--- src/rtl/reset_seq_pkg.sv ---
// +--------------------------------------------------------------------+
// | reset_seq_pkg : shared state encoding and default widths            |
// | Rev 1.0                                                             |
// +--------------------------------------------------------------------+
`default_nettype none

package reset_seq_pkg;

  typedef enum logic [1:0] {
    WAIT_LOCK = 2'd0,
    RELEASE   = 2'd1,
    RUN       = 2'd2
  } seqState_t;

  localparam int DEFAULT_DELAY_BITS    = 8;
  localparam int DEFAULT_DEBOUNCE_BITS = 16;
  localparam int DEFAULT_SYNC_STAGES   = 2;

endpackage

`default_nettype wire

--- src/rtl/reset_seq_debounce.sv ---
// +--------------------------------------------------------------------+
// | debounce : button synchronizer, stability counter, level and press  |
// | Rev 1.0                                                             |
// +--------------------------------------------------------------------+
`default_nettype none

module debounce
  import reset_seq_pkg::*;
#(
  parameter int DEBOUNCE_BITS = DEFAULT_DEBOUNCE_BITS,
  parameter int SYNC_STAGES   = DEFAULT_SYNC_STAGES
) (
  input  logic iClk,
  input  logic iReset,
  input  logic iButton,
  output logic oLevel,
  output logic oPress
);

  localparam logic [DEBOUNCE_BITS-1:0] c_cntOne = DEBOUNCE_BITS'(1);

  logic [SYNC_STAGES-1:0]   r_sync;
  logic [DEBOUNCE_BITS-1:0] r_count;
  logic                     r_level;
  logic                     r_press;
  logic                     w_differs;

  assign w_differs = r_sync[SYNC_STAGES-1] ^ r_level;
  assign oLevel    = r_level;
  assign oPress    = r_press;

  always_ff @(posedge iClk or posedge iReset) begin
    if (iReset) begin
      r_sync  <= '0;
      r_count <= '0;
      r_level <= 1'b0;
      r_press <= 1'b0;
    end else begin
      r_sync  <= {r_sync[SYNC_STAGES-2:0], iButton};
      r_press <= 1'b0;
      if (!w_differs) begin
        r_count <= '0;
      end else if (&r_count) begin
        // Pulse only when the level flips high; a release is silent.
        r_level <= ~r_level;
        r_press <= ~r_level;
        r_count <= '0;
      end else begin
        r_count <= r_count + c_cntOne;
      end
    end
  end

endmodule

`default_nettype wire

--- src/rtl/reset_seq.sv ---
// +--------------------------------------------------------------------+
// | reset_seq : staged per-domain reset release after PLL lock          |
// | Rev 1.0                                                             |
// +--------------------------------------------------------------------+
`default_nettype none

module reset_seq
  import reset_seq_pkg::*;
#(
  parameter int STAGES        = 3,
  parameter int DELAY_BITS    = DEFAULT_DELAY_BITS,
  parameter int DEBOUNCE_BITS = DEFAULT_DEBOUNCE_BITS,
  parameter int SYNC_STAGES   = DEFAULT_SYNC_STAGES
) (
  input  logic              iClk,
  input  logic              iReset,
  input  logic              iLocked,
  input  logic              iButton,
  output logic [STAGES-1:0] oReset,
  output logic              oReady
);

  localparam int c_idxW = (STAGES > 1) ? $clog2(STAGES) : 1;
  localparam logic [c_idxW-1:0]     c_lastIdx = c_idxW'(STAGES - 1);
  localparam logic [c_idxW-1:0]     c_idxOne  = c_idxW'(1);
  localparam logic [DELAY_BITS-1:0] c_gapLast = '1;
  localparam logic [DELAY_BITS-1:0] c_gapOne  = DELAY_BITS'(1);

  logic [SYNC_STAGES-1:0] r_lockSync;
  seqState_t              r_state;
  logic [DELAY_BITS-1:0]  r_gapCnt;
  logic [c_idxW-1:0]      r_idx;
  logic [STAGES-1:0]      r_reset;
  logic                   r_ready;
  logic                   w_locked;
  logic                   w_btnLevel;
  logic                   w_btnPress;
  logic                   w_abort;

  debounce #(
    .DEBOUNCE_BITS(DEBOUNCE_BITS),
    .SYNC_STAGES  (SYNC_STAGES)
  ) u_debounce (
    .iClk   (iClk),
    .iReset (iReset),
    .iButton(iButton),
    .oLevel (w_btnLevel),
    .oPress (w_btnPress)
  );

  assign w_locked = r_lockSync[SYNC_STAGES-1];
  assign w_abort  = !w_locked || (w_btnPress && w_btnLevel);
  assign oReset   = r_reset;
  assign oReady   = r_ready;

  always_ff @(posedge iClk or posedge iReset) begin
    if (iReset) begin
      r_lockSync <= '0;
      r_state    <= WAIT_LOCK;
      r_gapCnt   <= '0;
      r_idx      <= '0;
      r_reset    <= '1;
      r_ready    <= 1'b0;
    end else begin
      r_lockSync <= {r_lockSync[SYNC_STAGES-2:0], iLocked};
      // Abort wins over any release due on the same edge.
      if (w_abort) begin
        r_state  <= WAIT_LOCK;
        r_gapCnt <= '0;
        r_idx    <= '0;
        r_reset  <= '1;
        r_ready  <= 1'b0;
      end else begin
        case (r_state)
          WAIT_LOCK: begin
            r_reset  <= '1;
            r_ready  <= 1'b0;
            r_gapCnt <= '0;
            r_idx    <= '0;
            if (w_locked) r_state <= RELEASE;
          end
          RELEASE: begin
            if (r_gapCnt == c_gapLast) begin
              r_reset[r_idx] <= 1'b0;
              r_gapCnt       <= '0;
              r_idx          <= r_idx + c_idxOne;
              if (r_idx == c_lastIdx) begin
                r_state <= RUN;
                r_ready <= 1'b1;
              end
            end else begin
              r_gapCnt <= r_gapCnt + c_gapOne;
            end
          end
          RUN: begin
            r_reset <= '0;
            r_ready <= 1'b1;
          end
          default: r_state <= WAIT_LOCK;
        endcase
      end
    end
  end

endmodule

`default_nettype wire

--- config.mk ---
export PLATFORM = sky130hd
export DESIGN_NAME = reset_seq
export DESIGN_NICKNAME = d
export VERILOG_FILES = /design/src/rtl/reset_seq_pkg.sv /design/src/rtl/reset_seq_debounce.sv /design/src/rtl/reset_seq.sv
export SDC_FILE = /design/constraint.sdc
export NUM_CORES = 1
export LEC_CHECK = 0
export CAP_MARGIN = 20
export CORE_ASPECT_RATIO = 1.4
export CORE_MARGIN = 1.5
export CORE_UTILIZATION = 40
export CTS_BUF_LIST = sky130_fd_sc_hd__clkbuf_2
export DETAILED_ROUTE_END_ITERATION = 10
export PLACE_DENSITY_LB_ADDON = 0.1
export SLEW_MARGIN = 5
export SYNTH_ARGS = -nofsm -noshare
export SYNTH_HDL_FRONTEND = slang
export SYNTH_HIERARCHICAL = 1
export SYNTH_SLANG_ARGS = --single-unit
--- constraint.sdc ---
create_clock -name iClk -period 1.91 [get_ports iClk]
set_input_delay 0.4775 -clock iClk [delete_from_list [all_inputs] [get_ports iClk]]
set_output_delay 0.4775 -clock iClk [all_outputs]
set_load 0.05 [all_outputs]
==> results_dict.tcl <==
set metrics [dict create \
    hold_depth 0 \
    viasPerCell 5.21 \
    maxCapViolCount 0 \
    rows 29 \
    fp.coreArea_um2 4570 \
    yosys_warnings 6 \
    syn_nets 203 \
    setup_viol_count_final 0 \
    io_pins 8 \
    die_h_um 85.0 \
    synthArstFlopShare 1.00 \
    synth_top_area_share 0.456 \
    synthesis.area_um2 1920 \
    crit_type "flop to flop" \
    p_per_area_nw_per_um2 900 \
    synth_enable_flop_cells 0 \
    cts_root_buffer "clkbuf_2" \
    gp_congestion 0.837 \
    grt.total_usage 0.162 \
    initialDrtViolationCount 75 \
    antenna_found_initial 0 \
    placedCellCount 260 \
    drt-wirelength-per-cell_um 13.8 \
    cp.arrival_ns 2.16 \
    fin_crit_sh 0.956 \
    cp.required_ns 2.24 \
    grt_pass1_wl_um 6420 \
    cts_hold_buf 0 \
    synth.distinct_cells 38 \
    clock_sinks 38 \
    ys_seq_elements 38 \
    utilization 0.460 \
    yosysTopAreaCell "dfrtp_1" \
    post_cts_resized 0 \
    die-area_um2 5240 \
    pre_cts_slack_ns 0.121 \
    layout.nets 218 \
    report.final.slew_viol_count 0 \
    cts_tree "done" \
    fin_cells 268 \
    switchingPower_uw 716 \
    clock_latency_ns 0.38 \
    rsz0062_at_grt "no" \
    worst_slack_ns 0.0833 \
    drc 0 \
    worst_pin_slew_ns 0.508 \
    wl_um 3700 \
    num_antenna_cells 0 \
    combinationalPowerShare 0.321 \
    area_growth_pct 9.51 \
    ant_nets 0 \
    drive_gt1_frac 0.131 \
    r2r_cells 5 \
    ys_seq_area_frac 0.497 \
    netlist_instances 190 \
    cts_buffer_depth 2 \
    timing.setup.tns_ns 0 \
    start_util 0.420 \
    fin_area_um2 2100 \
    drt_pre_antenna_iters 5 \
    overflow 0 \
    max-vdd-ir-drop_v 0.000441 \
    vias 1395 \
    synthTopCellsByArea "dfrtp_1, xnor2_1, ha_1" \
    slew_headroom 0.659 \
    cts.clk_slew.worst_paths_ns 0.19 \
    crit_fanout 7 \
    fmaxAchievable_mhz 547 \
    dp_hpwl_um 2750 \
    p_leak_nw 0.894 \
    hold_class "flop to flop" \
    htreeDepth 2 \
    cp-start-kind "flop" \
    clkPwrFrac 0.189 \
    whs_ns 0.386 \
    cts_buffers 5 \
    post-cts-setup-buffers 0 \
    critPathCaptureType "flop" \
    die_width_um 61.6 \
    fin_crit_ns 1.83 \
    grt_pass1_vias 1403 \
    power_frac_seq 0.490 \
    hold_viol_final 0 \
    synth_ff_type "dfrtp_1" \
    skew_ns 0.00978 \
    postSynthAreaPerCell_um2 10.1 \
    status "completed" \
    finalPower_mw 1.89 \
    intPower_mw 1.18 \
    p_sw_frac 0.378 \
    port-buffer-count 7 \
    dpl_cell_area_um2 2070 \
    grt_max_degree 21 \
]
[cell type report]
cell class	count	area, um2
Clock buffer	6	30.0
Fill cell	467	2470
Sequential cell	38	955
Tap cell	62	77.6
Clock inverter	2	8.76
Timing Repair Buffer	12	97.6
Inverter	12	45.0
Multi-Input combinational cell	136	891
[cells in the mapped netlist, types with 2 or more instances]
cell / count
a21oi_1: 10
a31oi_1: 5
and3_1: 3
buf_6: 2
dfrtp_1: 35
dfstp_2: 3
ha_1: 9
inv_1: 12
nand2_1: 12
nand2b_1: 2
nand3_1: 10
nand4_1: 4
nor2_1: 25
nor2b_1: 2
nor3_1: 8
nor3b_1: 3
nor4_1: 3
o211ai_1: 2
o21ai_0: 8
xnor2_1: 14
[per-layer routing]
layer	vias to the layer above	GRT usage	routed length, um
met1	691	0.176	1460
met5	-	0	0
li1	685	-	-
met3	5	0.0366	89
met2	14	0.300	2100
met4	0	0.0464	51
[kinds of logic (layout without fill, tap and decap cells)]
family,after synthesis,after routing,synth area share
fa+ha+maj,9,9,0.0586
flops,38,38,0.497
xor+xnor,15,15,0.0684
mux,2,2,0.0130
compound gates,33,33,0.115
simple gates,77,77,0.208
buf+inv,16,32,0.0397
[critical path: stages (launching register included)]
cell     delay [ns]
dfrtp_1        0.44
ha_1           0.24
and3_1         0.25
a211o_2        0.42
or3_1          0.35
nand3_1        0.08
[layout by cell type (no fill, tap or decap), types with 2 or more instances in the layout]
master	Yosys	layout
o21ai_0	8	8
nor3_1	8	8
buf_4	0	9
nand2_1	12	12
clkdlybuf4s50_1	0	3
nand3_1	10	10
nor2b_1	2	2
and3_1	3	3
nor4_1	3	3
inv_1	12	12
nand2b_1	2	2
nor3b_1	3	3
dfstp_2	3	3
a21oi_1	10	10
nor2_1	25	25
a31oi_1	5	5
clkbuf_2	0	6
nand4_1	4	4
o211ai_1	2	2
dfrtp_1	35	35
xnor2_1	14	14
ha_1	9	9
[worst paths after layout]
path | end | slack [ns] | start
hold / removal | u_debounce/r_sync[1] | 0.39 | u_debounce/r_sync[0]
min in group asynchronous | oReady | 0.41 | iReset
max in group asynchronous | oReset[0] | 1.25 | iReset
setup / recovery | r_gapCnt[5] | 0.08 | r_gapCnt[0]
setup reg to reg | r_gapCnt[5] | 0.08 | r_gapCnt[0]
hold reg to reg | u_debounce/r_sync[1] | 0.39 | u_debounce/r_sync[0]
[state kept, by name, indices dropped and copies added (netlist names)]
register / flops
oReady: 1
oReset: 3
r_gapCnt: 8
r_idx: 2
r_lockSync: 2
r_state: 2
u_debounce/oLevel: 1
u_debounce/oPress: 1
u_debounce/r_count: 16
u_debounce/r_sync: 2
[power groups by stage]
stage / registers [mW] / clock network [mW] / logic [mW]
finish: 0.928 / 0.358 / 0.608
global route: 0.938 / 0.406 / 0.675
CTS: 0.929 / 0.382 / 0.615
detailed placement: 0.945 / 0 / 0.613
global placement: 0.939 / 0 / 0.600
floorplan: 1.05 / 0 / 0.333
(Power assumes the default switching activity.)
